`config.mk`:
```
export PLATFORM = sky130hd
export DESIGN_NAME = cic_comp_fir
export DESIGN_NICKNAME = d
export VERILOG_FILES = /design/src/rtl/sdr_fir_pkg.sv /design/src/rtl/fir_sample_buf.sv /design/src/rtl/cic_comp_fir.sv
export SDC_FILE = /design/constraint.sdc
export NUM_CORES = 1
export LEC_CHECK = 0
export BUFFER_PORTS_ARGS = -buffer_cell sky130_fd_sc_hd__buf_2
export CAP_MARGIN = 10
export CORE_MARGIN = 2
export CORE_UTILIZATION = 64
export CTS_CLUSTER_DIAMETER = 50
export CTS_CLUSTER_SIZE = 12
export DETAILED_ROUTE_END_ITERATION = 8
export HOLD_SLACK_MARGIN = 0.06
export PLACE_DENSITY = 0.9
export SLEW_MARGIN = 20
export SYNTH_ARGS = -nofsm -noshare
export SYNTH_HDL_FRONTEND = slang
export SYNTH_HIERARCHICAL = 1
export SYNTH_SLANG_ARGS = --single-unit
```
`constraint.sdc`:
```
create_clock -name clk -period 20 [get_ports clk]
set_clock_uncertainty 0.1 [all_clocks]
set_input_delay 1 -clock clk [delete_from_list [all_inputs] [get_ports clk]]
set_output_delay 1 -clock clk [all_outputs]
set_load 0.02 [all_outputs]
```
`src/rtl/sdr_fir_pkg.sv`:
```
// ----------------------------------------------------------------------------
// sdr_fir_pkg
// Shared constants for the CIC compensation FIR: default widths, the FSM
// state enum and the Q1.15 coefficient table.
// No ports (package).
//
// COEF is a 32-tap symmetric lowpass with a mild high-frequency lift to undo
// CIC passband droop. The taps sum to 32768, so the DC gain is exactly 1.
// Symmetry (COEF[k] == COEF[31-k]) lets the optional folded MAC build
// (CIC_COMP_SYMMETRIC_EN) produce results bit-identical to the full MAC.
// ----------------------------------------------------------------------------
package sdr_fir_pkg;

    localparam int FIR_NTAPS     = 32;
    localparam int FIR_COEF_W    = 16;
    localparam int FIR_ACC_W     = 30;
    localparam int FIR_OUT_SHIFT = 15;
    localparam int SAMPLE_W      = 8;

    typedef enum logic [1:0] {
        IDLE  = 2'd0,
        MAC   = 2'd1,
        ROUND = 2'd2
    } fir_state_e;

    localparam logic signed [FIR_COEF_W-1:0] COEF [0:FIR_NTAPS-1] = '{
        -16'sd40,   -16'sd80,   -16'sd60,    16'sd40,
         16'sd200,   16'sd320,   16'sd200,  -16'sd240,
        -16'sd720,  -16'sd800,  -16'sd80,    16'sd1400,
         16'sd2760,  16'sd2800,  16'sd4800,  16'sd5884,
         16'sd5884,  16'sd4800,  16'sd2800,  16'sd2760,
         16'sd1400, -16'sd80,   -16'sd800,  -16'sd720,
        -16'sd240,   16'sd200,   16'sd320,   16'sd200,
         16'sd40,   -16'sd60,   -16'sd80,   -16'sd40
    };

endpackage

```
`src/rtl/fir_sample_buf.sv`:
```
// ----------------------------------------------------------------------------
// fir_sample_buf
// Circular sample history for the compensation FIR. Writes land at the
// internal write pointer, which then advances modulo DEPTH. Reads are
// combinational and addressed by age: offset 0 is the newest sample.
// Optional macro: CIC_COMP_SYMMETRIC_EN adds a second read port so the
// folded MAC can fetch both mirrored taps in one cycle.
//
// Ports:
//   clk        in   system clock
//   clr        in   synchronous clear (history and pointer to 0)
//   wr_en      in   write wr_data and advance the pointer
//   wr_data    in   signed sample
//   rd_off_a   in   age of sample on read port A
//   rd_data_a  out  sample on read port A
//   rd_off_b   in   age of sample on read port B (symmetric build only)
//   rd_data_b  out  sample on read port B (symmetric build only)
// ----------------------------------------------------------------------------
module fir_sample_buf
    import sdr_fir_pkg::*;
#(
    parameter int DEPTH = FIR_NTAPS,
    parameter int PTR_W = $clog2(DEPTH)
) (
    input  logic                       clk,
    input  logic                       clr,
    input  logic                       wr_en,
    input  logic signed [SAMPLE_W-1:0] wr_data,
    input  logic        [PTR_W-1:0]    rd_off_a,
    output logic signed [SAMPLE_W-1:0] rd_data_a,
`ifdef CIC_COMP_SYMMETRIC_EN
    input  logic        [PTR_W-1:0]    rd_off_b,
    output logic signed [SAMPLE_W-1:0] rd_data_b,
`endif
    input  logic                       unused_tie_lo
);

    logic signed [SAMPLE_W-1:0] mem_q [DEPTH];
    logic signed [SAMPLE_W-1:0] mem_d [DEPTH];
    logic        [PTR_W-1:0]    wr_ptr_q;
    logic        [PTR_W-1:0]    wr_ptr_d;
    logic        [PTR_W-1:0]    rd_addr_a;

    always_comb begin
        mem_d    = mem_q;
        wr_ptr_d = wr_ptr_q;
        if (wr_en && !unused_tie_lo) begin
            mem_d[wr_ptr_q] = wr_data;
            wr_ptr_d        = wr_ptr_q + PTR_W'(1);
        end
    end

    always_ff @(posedge clk) begin
        if (clr) begin
            mem_q    <= '{default: '0};
            wr_ptr_q <= '0;
        end else begin
            mem_q    <= mem_d;
            wr_ptr_q <= wr_ptr_d;
        end
    end

    // Newest sample sits one slot behind the write pointer; the subtraction
    // wraps naturally because DEPTH is a power of two.
    assign rd_addr_a = wr_ptr_q - PTR_W'(1) - rd_off_a;
    assign rd_data_a = mem_q[rd_addr_a];

`ifdef CIC_COMP_SYMMETRIC_EN
    logic [PTR_W-1:0] rd_addr_b;
    assign rd_addr_b = wr_ptr_q - PTR_W'(1) - rd_off_b;
    assign rd_data_b = mem_q[rd_addr_b];
`endif

endmodule

```
`src/rtl/cic_comp_fir.sv`:
```
// ----------------------------------------------------------------------------
// cic_comp_fir
// Decimate-by-2 CIC droop-compensation FIR. Detects each new CIC sample from
// the rising edge of the level-style in_clk, stores it in a circular history,
// and on every second sample runs a serial MAC over the coefficient table,
// then rounds (half-up), saturates to 8 bits and emits one sample.
// Optional macro: CIC_COMP_SYMMETRIC_EN folds the MAC over the symmetric
// coefficients (NTAPS/2 cycles instead of NTAPS); results are identical.
//
// Ports:
//   clk        in   system clock
//   rst        in   synchronous, active-high reset
//   in_clk     in   CIC sample clock (level, same clock domain)
//   d_in       in   signed CIC sample, valid when in_clk first seen high
//   d_out      out  signed filtered sample, held until the next result
//   out_valid  out  one-cycle pulse when d_out updates
//   overrun    out  sticky: a sample arrived while a computation was running
//
// State  | meaning
// IDLE   | waiting for samples; stores them, starts MAC on every 2nd one
// MAC    | one tap per cycle into acc, tap index k_q
// ROUND  | round, saturate, load d_out, pulse out_valid
//
// The coefficient table in sdr_fir_pkg is fixed at 32 taps; NTAPS/COEF_W
// must match it.
// ----------------------------------------------------------------------------
module cic_comp_fir
    import sdr_fir_pkg::*;
#(
    parameter int NTAPS     = FIR_NTAPS,
    parameter int COEF_W    = FIR_COEF_W,
    parameter int ACC_W     = FIR_ACC_W,
    parameter int OUT_SHIFT = FIR_OUT_SHIFT
) (
    input  logic                       clk,
    input  logic                       rst,
    input  logic                       in_clk,
    input  logic signed [SAMPLE_W-1:0] d_in,
    output logic signed [SAMPLE_W-1:0] d_out,
    output logic                       out_valid,
    output logic                       overrun
);

    localparam int PTR_W = $clog2(NTAPS);
    localparam int PRE_W = SAMPLE_W + 1;
`ifdef CIC_COMP_SYMMETRIC_EN
    localparam int MAC_LEN = NTAPS / 2;
`else
    localparam int MAC_LEN = NTAPS;
`endif
    localparam logic        [PTR_W-1:0]    LAST_K   = PTR_W'(MAC_LEN - 1);
    localparam logic signed [ACC_W-1:0]    RND_HALF = ACC_W'(1) <<< (OUT_SHIFT - 1);
    localparam logic signed [ACC_W-1:0]    SAT_MAX  = ACC_W'(127);
    localparam logic signed [ACC_W-1:0]    SAT_MIN  = ACC_W'(-128);
    localparam logic signed [SAMPLE_W-1:0] OUT_MAX  = 8'sh7F;
    localparam logic signed [SAMPLE_W-1:0] OUT_MIN  = 8'sh80;

    fir_state_e                 state_q, state_d;
    logic                       in_clk_q, in_clk_d;
    logic                       phase_q, phase_d;
    logic        [PTR_W-1:0]    k_q, k_d;
    logic signed [ACC_W-1:0]    acc_q, acc_d;
    logic signed [SAMPLE_W-1:0] d_out_q, d_out_d;
    logic                       out_valid_q, out_valid_d;
    logic                       overrun_q, overrun_d;

    logic                       sample_evt;
    logic                       buf_wr_en;
    logic signed [SAMPLE_W-1:0] x_a;
    logic signed [COEF_W-1:0]   coef_k;
    logic signed [ACC_W-1:0]    prod;
    logic signed [ACC_W-1:0]    rnd_sum;
    logic signed [ACC_W-1:0]    rnd_shr;
    logic signed [SAMPLE_W-1:0] sat_val;

    assign coef_k = COEF[k_q];

`ifdef CIC_COMP_SYMMETRIC_EN
    logic signed [SAMPLE_W-1:0] x_b;
    logic        [PTR_W-1:0]    off_b;
    logic signed [PRE_W-1:0]    pre_sum;

    // Mirror tap of k is NTAPS-1-k; pre-add in 9 bits so it cannot wrap.
    assign off_b   = PTR_W'(NTAPS - 1) - k_q;
    assign pre_sum = PRE_W'(x_a) + PRE_W'(x_b);
    assign prod    = ACC_W'(pre_sum) * ACC_W'(coef_k);

    fir_sample_buf #(
        .DEPTH (NTAPS),
        .PTR_W (PTR_W)
    ) u_buf (
        .clk           (clk),
        .clr           (rst),
        .wr_en         (buf_wr_en),
        .wr_data       (d_in),
        .rd_off_a      (k_q),
        .rd_data_a     (x_a),
        .rd_off_b      (off_b),
        .rd_data_b     (x_b),
        .unused_tie_lo (1'b0)
    );
`else
    assign prod = ACC_W'(x_a) * ACC_W'(coef_k);

    fir_sample_buf #(
        .DEPTH (NTAPS),
        .PTR_W (PTR_W)
    ) u_buf (
        .clk           (clk),
        .clr           (rst),
        .wr_en         (buf_wr_en),
        .wr_data       (d_in),
        .rd_off_a      (k_q),
        .rd_data_a     (x_a),
        .unused_tie_lo (1'b0)
    );
`endif

    // Round half-up, arithmetic shift, then clamp (never wrap).
    assign rnd_sum = acc_q + RND_HALF;
    assign rnd_shr = rnd_sum >>> OUT_SHIFT;

    always_comb begin
        if (rnd_shr > SAT_MAX) begin
            sat_val = OUT_MAX;
        end else if (rnd_shr < SAT_MIN) begin
            sat_val = OUT_MIN;
        end else begin
            sat_val = rnd_shr[SAMPLE_W-1:0];
        end
    end

    assign sample_evt = in_clk && !in_clk_q;

    always_comb begin
        state_d     = state_q;
        in_clk_d    = in_clk;
        phase_d     = phase_q;
        k_d         = k_q;
        acc_d       = acc_q;
        d_out_d     = d_out_q;
        out_valid_d = 1'b0;
        overrun_d   = overrun_q;
        buf_wr_en   = 1'b0;

        case (state_q)
            IDLE: begin
                if (sample_evt) begin
                    buf_wr_en = 1'b1;
                    phase_d   = ~phase_q;
                    if (phase_q) begin
                        state_d = MAC;
                        k_d     = '0;
                        acc_d   = '0;
                    end
                end
            end
            MAC: begin
                // Samples arriving mid-computation are dropped, not queued.
                if (sample_evt) begin
                    overrun_d = 1'b1;
                end
                acc_d = acc_q + prod;
                k_d   = k_q + PTR_W'(1);
                if (k_q == LAST_K) begin
                    state_d = ROUND;
                end
            end
            ROUND: begin
                if (sample_evt) begin
                    overrun_d = 1'b1;
                end
                d_out_d     = sat_val;
                out_valid_d = 1'b1;
                state_d     = IDLE;
            end
            default: begin
                state_d = IDLE;
            end
        endcase
    end

    always_ff @(posedge clk) begin
        if (rst) begin
            state_q     <= IDLE;
            in_clk_q    <= 1'b0;
            phase_q     <= 1'b0;
            k_q         <= '0;
            acc_q       <= '0;
            d_out_q     <= '0;
            out_valid_q <= 1'b0;
            overrun_q   <= 1'b0;
        end else begin
            state_q     <= state_d;
            in_clk_q    <= in_clk_d;
            phase_q     <= phase_d;
            k_q         <= k_d;
            acc_q       <= acc_d;
            d_out_q     <= d_out_d;
            out_valid_q <= out_valid_d;
            overrun_q   <= overrun_d;
        end
    end

    assign d_out     = d_out_q;
    assign out_valid = out_valid_q;
    assign overrun   = overrun_q;

endmodule

```
== Word level (Yosys, flattened, before mapping) ==
Memories as Yosys holds them, arrays and structs flattened.
Index checks and enable logic that the tools add are counted.
Storage, ports and cells
  output and inout bits: 10
  memories kept: 1
  latch bits: 0
  flip-flop bits (word level): 310
  input port bits: 11
  word-level logic and storage cells: 98
  bits in writable memories: 0
  bits in read-only memories: 512
Operators by class
  $mul: 1
  equal/unequal tests: 6
  $add $sub $neg: 6
  shift-type cells: 0
  divide/modulo/power cells: 0
  bitwise operators: 4
  multiplexer cells: 23
  reductions and logical operators: 10
  magnitude comparators: 6
Memory list
  (no name shown): words 32, bits a word 16, rd ports 1, clocked after Yosys merged registers in 0, wr ports 0, RTL line cic_comp_fir.sv:76  | assign coef_k = COEF[k_q];
Operators with widths (count)
  $bwmux 256: 1
  $mux 30: 2
  $pmux 30 s2: 1
  $bmux 8 s5: 1
  $demux 8 s5: 1
  $mux 8: 5
  $mux 16: 2
  $add 30x16->30 const B: 1
  $add 30x24->30: 1
  $mul 8x16->24: 1
  $ge 6x6->1 const B: 3
  $not 5->6: 3
  $gt 15x8->1 const B: 1
  $lt 15x8->1 const B: 1
  $add 5x1->5 const B: 2
  $mux 5: 2
  $pmux 5 s2: 1
  $lt 6x1->1 const B: 1
  $mux 2: 3
  $ne 2x2->1 const B: 3
  $reduce_and 3->1: 2
  $eq 5x5->1 const B: 1
  $sub 5x1->5 const B: 1
  $sub 5x5->5: 1
  11 further kinds: 15

== Longest topological paths before layout ==
  word-level depth: 9
  depth in mapped cells: 29

== Cells and area by module ==
The synthesis kept the hierarchy.
Modules (own cells, without submodules)
  fir_sample_buf: area each 12306.8 um2, cells each 1591, instances 1
  cic_comp_fir: area each 8056.5 um2, cells each 873, instances 1

== Least setup slack after synthesis ==
No wires, ideal clock.
  path type: reg2reg
  start: register k_q[0]
  end: register acc_q[29]
  arrival: 7.437 ns
  buffers on the path: 5
  slack: 12.346 ns
  clock period less this slack: 7.654 ns
  data required time: 19.783 ns
  cell stages (with the launch flop): 28
  cells stage by stage: dfxtp_1 inv_1 ha_1 fa_1 buf_2 clkbuf_2 buf_2 a2111oi_0 nor4_1 mux2i_1 mux2i_1 clkbuf_1 and2_1 fa_1 inv_1 fa_1 inv_1 fa_1 fa_1 ha_1 ha_1 clkbuf_1 o2111ai_1 and3_1 or3_1 o21bai_1 xnor2_1 a22o_1
Between the ends
  longest elaborated chain between the ends: 8
  elaborated cells between the ends (all ways): 12
  those cells by class: add/sub (2); mul (1); mux (6); bitwise (2); memory (1)
RTL lines
  start, declared: RTL line cic_comp_fir.sv:61  | logic [PTR_W-1:0] k_q, k_d;
  start signal, assigned: RTL line cic_comp_fir.sv:197  | k_q <= k_d;
  $sub 5x5->5: RTL line fir_sample_buf.sv:65  | assign rd_addr_a = wr_ptr_q - PTR_W'(1) - rd_off_a;
  $not 5->6 (not written as such): RTL line fir_sample_buf.sv:66  | assign rd_data_a = mem_q[rd_addr_a];
  $bmux 8 s5: RTL line fir_sample_buf.sv:66
  $mux 8 (not written as such) (2 in a row): RTL line fir_sample_buf.sv:66
  via x_a[1]: RTL line cic_comp_fir.sv:69  | logic signed [SAMPLE_W-1:0] x_a;
  $mul 8x16->24: RTL line cic_comp_fir.sv:103  | assign prod = ACC_W'(x_a) * ACC_W'(coef_k);
  $add 30x24->30: RTL line cic_comp_fir.sv:163  | acc_d = acc_q + prod;
  $pmux 30 s2: RTL line cic_comp_fir.sv:146  | case (state_q)
  end signal, assigned: RTL line cic_comp_fir.sv:189  | acc_q <= '0;
  end signal, assigned: RTL line cic_comp_fir.sv:198  | acc_q <= acc_d;
  end, declared: RTL line cic_comp_fir.sv:62  | logic signed [ACC_W-1:0] acc_q, acc_d;
The timed path passes the listed nets, and every way through them passes these cells. The select of a mux whose other input is x is not followed.
A chain may end at the register's enable or synchronous reset.

== Worst setup path in the final report ==
  start: register k_q[0]
  end: register acc_q[24]
Same word-level chain as after synthesis.

==> run metrics <==
area share of fa/ha/maj cells after synthesis 0.184; number of antenna violations at the first check in global routing 0; post-synthesis mux area share 0.0225; # setup viols final 0; die span in y 182 um; Tcrit/Tclk final 0.505; synth unique cells 73; CTS buffer count 37; post-synthesis cell count 2,464; Most used DFF post-synth dfxtp_1; Root Buffer Master clkbuf_16; die area 0.0333 mm^2; xor/xnor cell area share of the yosys netlist 0.0235; Initial Utilization 0.647; Ports 21; row count 65; gpl congestion 0.883; Slowest-stage cell, CP fa_4; status finished clean; share of layout cells above drive strength 1 0.0630; Net count, final 2,587; I/O Buffers 20; DRC Markers 0; post-synth top area share 0.303; CP required 20.34 ns; fin. max-slew vios 0; crit path time final 10.10 ns; sequential element share of the synthesized area 0.303; Syn Nets 2,693; number of synthesized flops with an enable pin 0; Post-CTS Setup Repair Bufs 0; vias in the first global route 18,300; Multi-input gate area 0.0130 mm^2; Resized cells post-CTS 0; Max Freq 99.0 MHz; first-pass GRT wire length 93,500 um; total grt overflow 0; wire per inst 20.5 um; post-synthesis compound-gate area fraction 0.201; CTS Hold Bufs 0; slew of the pin with the lowest slew margin 1.18 ns; Post-DP HPWL 35,400 um; WP data arrival 10.44 ns; CTS sink count 308; CP Capture Type flop; CTS max path bufs 3; largest net degree at the start of global routing 120; Vias 18,700; CP dominant cell by count fa_1; Setup TNS 0 ns; largest area contributor in the netlist dfxtp_1; Area growth syn-to-layout 6.78%; Sequential cell area 0.00617 mm^2; startpoint types flop; Maximum Capacitance Violations 0; Core Footprint 0.0315 mm^2; Yosys warning total 6; final wirelength 56,900 um; Antenna Nets Post-Route 0; die width 182 um; most common cell in the netlist nand2_1; worst stage delay on the critical path 1.08 ns; Hold Fails Final Rpt 0; GRT Util Overall 0.343; Clock Pin Slew Worst Setup and Hold Paths 0.06 ns; FF+latch count, synth 308; crit-path max FO 102; unrepaired setup endpoints after global routing false; HP Class reg2reg; DRT Pass-1 Iters 9; slew margin rel. 0.188; Setup Crit Path Kind reg2reg; starting DRC count in detailed routing 3,026; delay-heaviest family, CP adder cells; CTS tree done; ant diodes 0; clk_lat worst skew 0.54 ns; # H-tree levels 2; largest family of logic cells by synthesized area simple AND/OR/NAND/NOR gates; Netlist Area Pre-Place 0.0204 mm^2; number of fill cells in the layout 2,200; commonest cells in the netlist 342 x nand2_1, 308 x dfxtp_1, 297 x a21oi_1, 163 x clkbuf_1, 160 x nand3_1; WP buf/inv 5; via density per instance 6.73; Synth area leaders dfxtp_1 30%, fa_1 13%, a21oi_1 7.3%; async set-reset flop share out of synthesis 0; Post-Syn Area per Cell 8.26 um^2; post-synthesis simple-gate area fraction 0.203
-- sequential cells by signal (all words and copies together) (netlist names) --
name	count
u_buf/mem_q	256
acc_q	28
d_out	8
k_q	5
u_buf/wr_ptr_q	5
state_q	2
in_clk_q	1
out_valid	1
overrun	1
phase_q	1
-- worst paths after layout --
check                                     start                             to  slack [ns]  cells past startpoint
setup / recovery            k_q[0]$_SDFFE_PP0P_         acc_q[24]$_SDFFE_PP0P_        9.90                     25
hold / removal    u_buf/mem_q[127]$_SDFFE_PP0P_  u_buf/mem_q[127]$_SDFFE_PP0P_        0.35                      2
setup reg to reg            k_q[0]$_SDFFE_PP0P_         acc_q[24]$_SDFFE_PP0P_        9.90                     25
hold reg to reg   u_buf/mem_q[127]$_SDFFE_PP0P_  u_buf/mem_q[127]$_SDFFE_PP0P_        0.35                      2
-- layout make-up --
type,instances,area share
Multi-Input combinational cell,1827,0.597
Sequential cell,308,0.284
Clock buffer,47,0.0471
Tap cell,402,0.0231
Inverter,129,0.0223
Timing Repair Buffer,55,0.0174
Clock inverter,14,0.00903
-- cells in the final DEF, fill, tap and decap left out, types with 4 or more instances in the layout --
master,n
nor2b_1,134
nand3_1,160
and4_1,4
and2_1,43
a22o_1,14
nand2b_1,7
a22oi_1,17
a21oi_1,297
o21bai_1,6
clkbuf_8,5
a211oi_2,7
xnor2_1,28
mux2i_1,40
nand4_1,9
clkbuf_1,5
nor4_1,31
buf_4,33
inv_1,127
a2111oi_0,112
a31oi_1,6
ha_1,82
clkbuf_16,38
buf_2,19
nor3_1,5
a21o_1,18
fa_1,134
a211oi_1,6
and3_1,6
xor2_1,21
nand2_1,342
o21ai_1,7
dfxtp_1,308
o21ai_0,146
nor2_1,84
-- metrics by stage --
| stage | cells | setup WS (ns) | utilization | hold WS [ns] | area (um^2) |
|---|---|---|---|---|---|
| 2_1_floorplan | 2464 | 12.35 | - | 0.332 | 20400 |
| 3_3_place_gp | 2720 | 10.57 | 0.651 | 0.337 | 20500 |
| 3_5_place_dp | 2720 | 10.34 | 0.651 | 0.342 | 20500 |
| 4_1_cts | 2781 | 10.16 | 0.690 | 0.350 | 21700 |
| 5_1_grt | 2782 | 9.62 | 0.691 | 0.366 | 21700 |
| 6_report | 2782 | 9.90 | 0.691 | 0.349 | 21700 |
-- per-layer routing --
metal / vias up / global-route usage / wire length [um]
met1: 8875 / 0.457 / 22000
li1: 8298 / - / -
met4: 0 / 0.162 / 2360
met2: 1315 / 0.537 / 26200
met5: - / 0 / 0
met3: 245 / 0.0732 / 6390
-- cell families after synthesis --
kind of cell | Yosys count
xor gates and xnor gates | 52
other | 1
muxes | 45
DFF | 308
adders and majority gates | 218
buffers and inverters | 329
and+or+nand+nor | 850
AOI/OAI and AO/OA | 661
-- worst register-to-register path, cell delays in order, from the launching register on --
cell and delay, ns:
dfxtp_1 0.52, inv_1 0.09, ha_2 0.21, fa_4 1.08, buf_4 0.86, a2111oi_0 0.35
nor4_1 0.57, mux2i_1 0.22, mux2i_1 0.27, buf_4 0.27, and2_1 0.82, inv_1 0.19
fa_1 0.56, inv_1 0.05, fa_1 0.52, fa_1 0.44, fa_1 0.49, ha_1 0.31
ha_1 0.37, a21o_1 0.21, a21oi_1 0.19, a2bb2oi_1 0.46, and2_1 0.31, o21ai_1 0.17
xor2_1 0.18, a22o_1 0.21
Power is left out: the tool's default activity adds up to more than one toggle a clock period on the data nets, which glitch-free logic cannot reach.
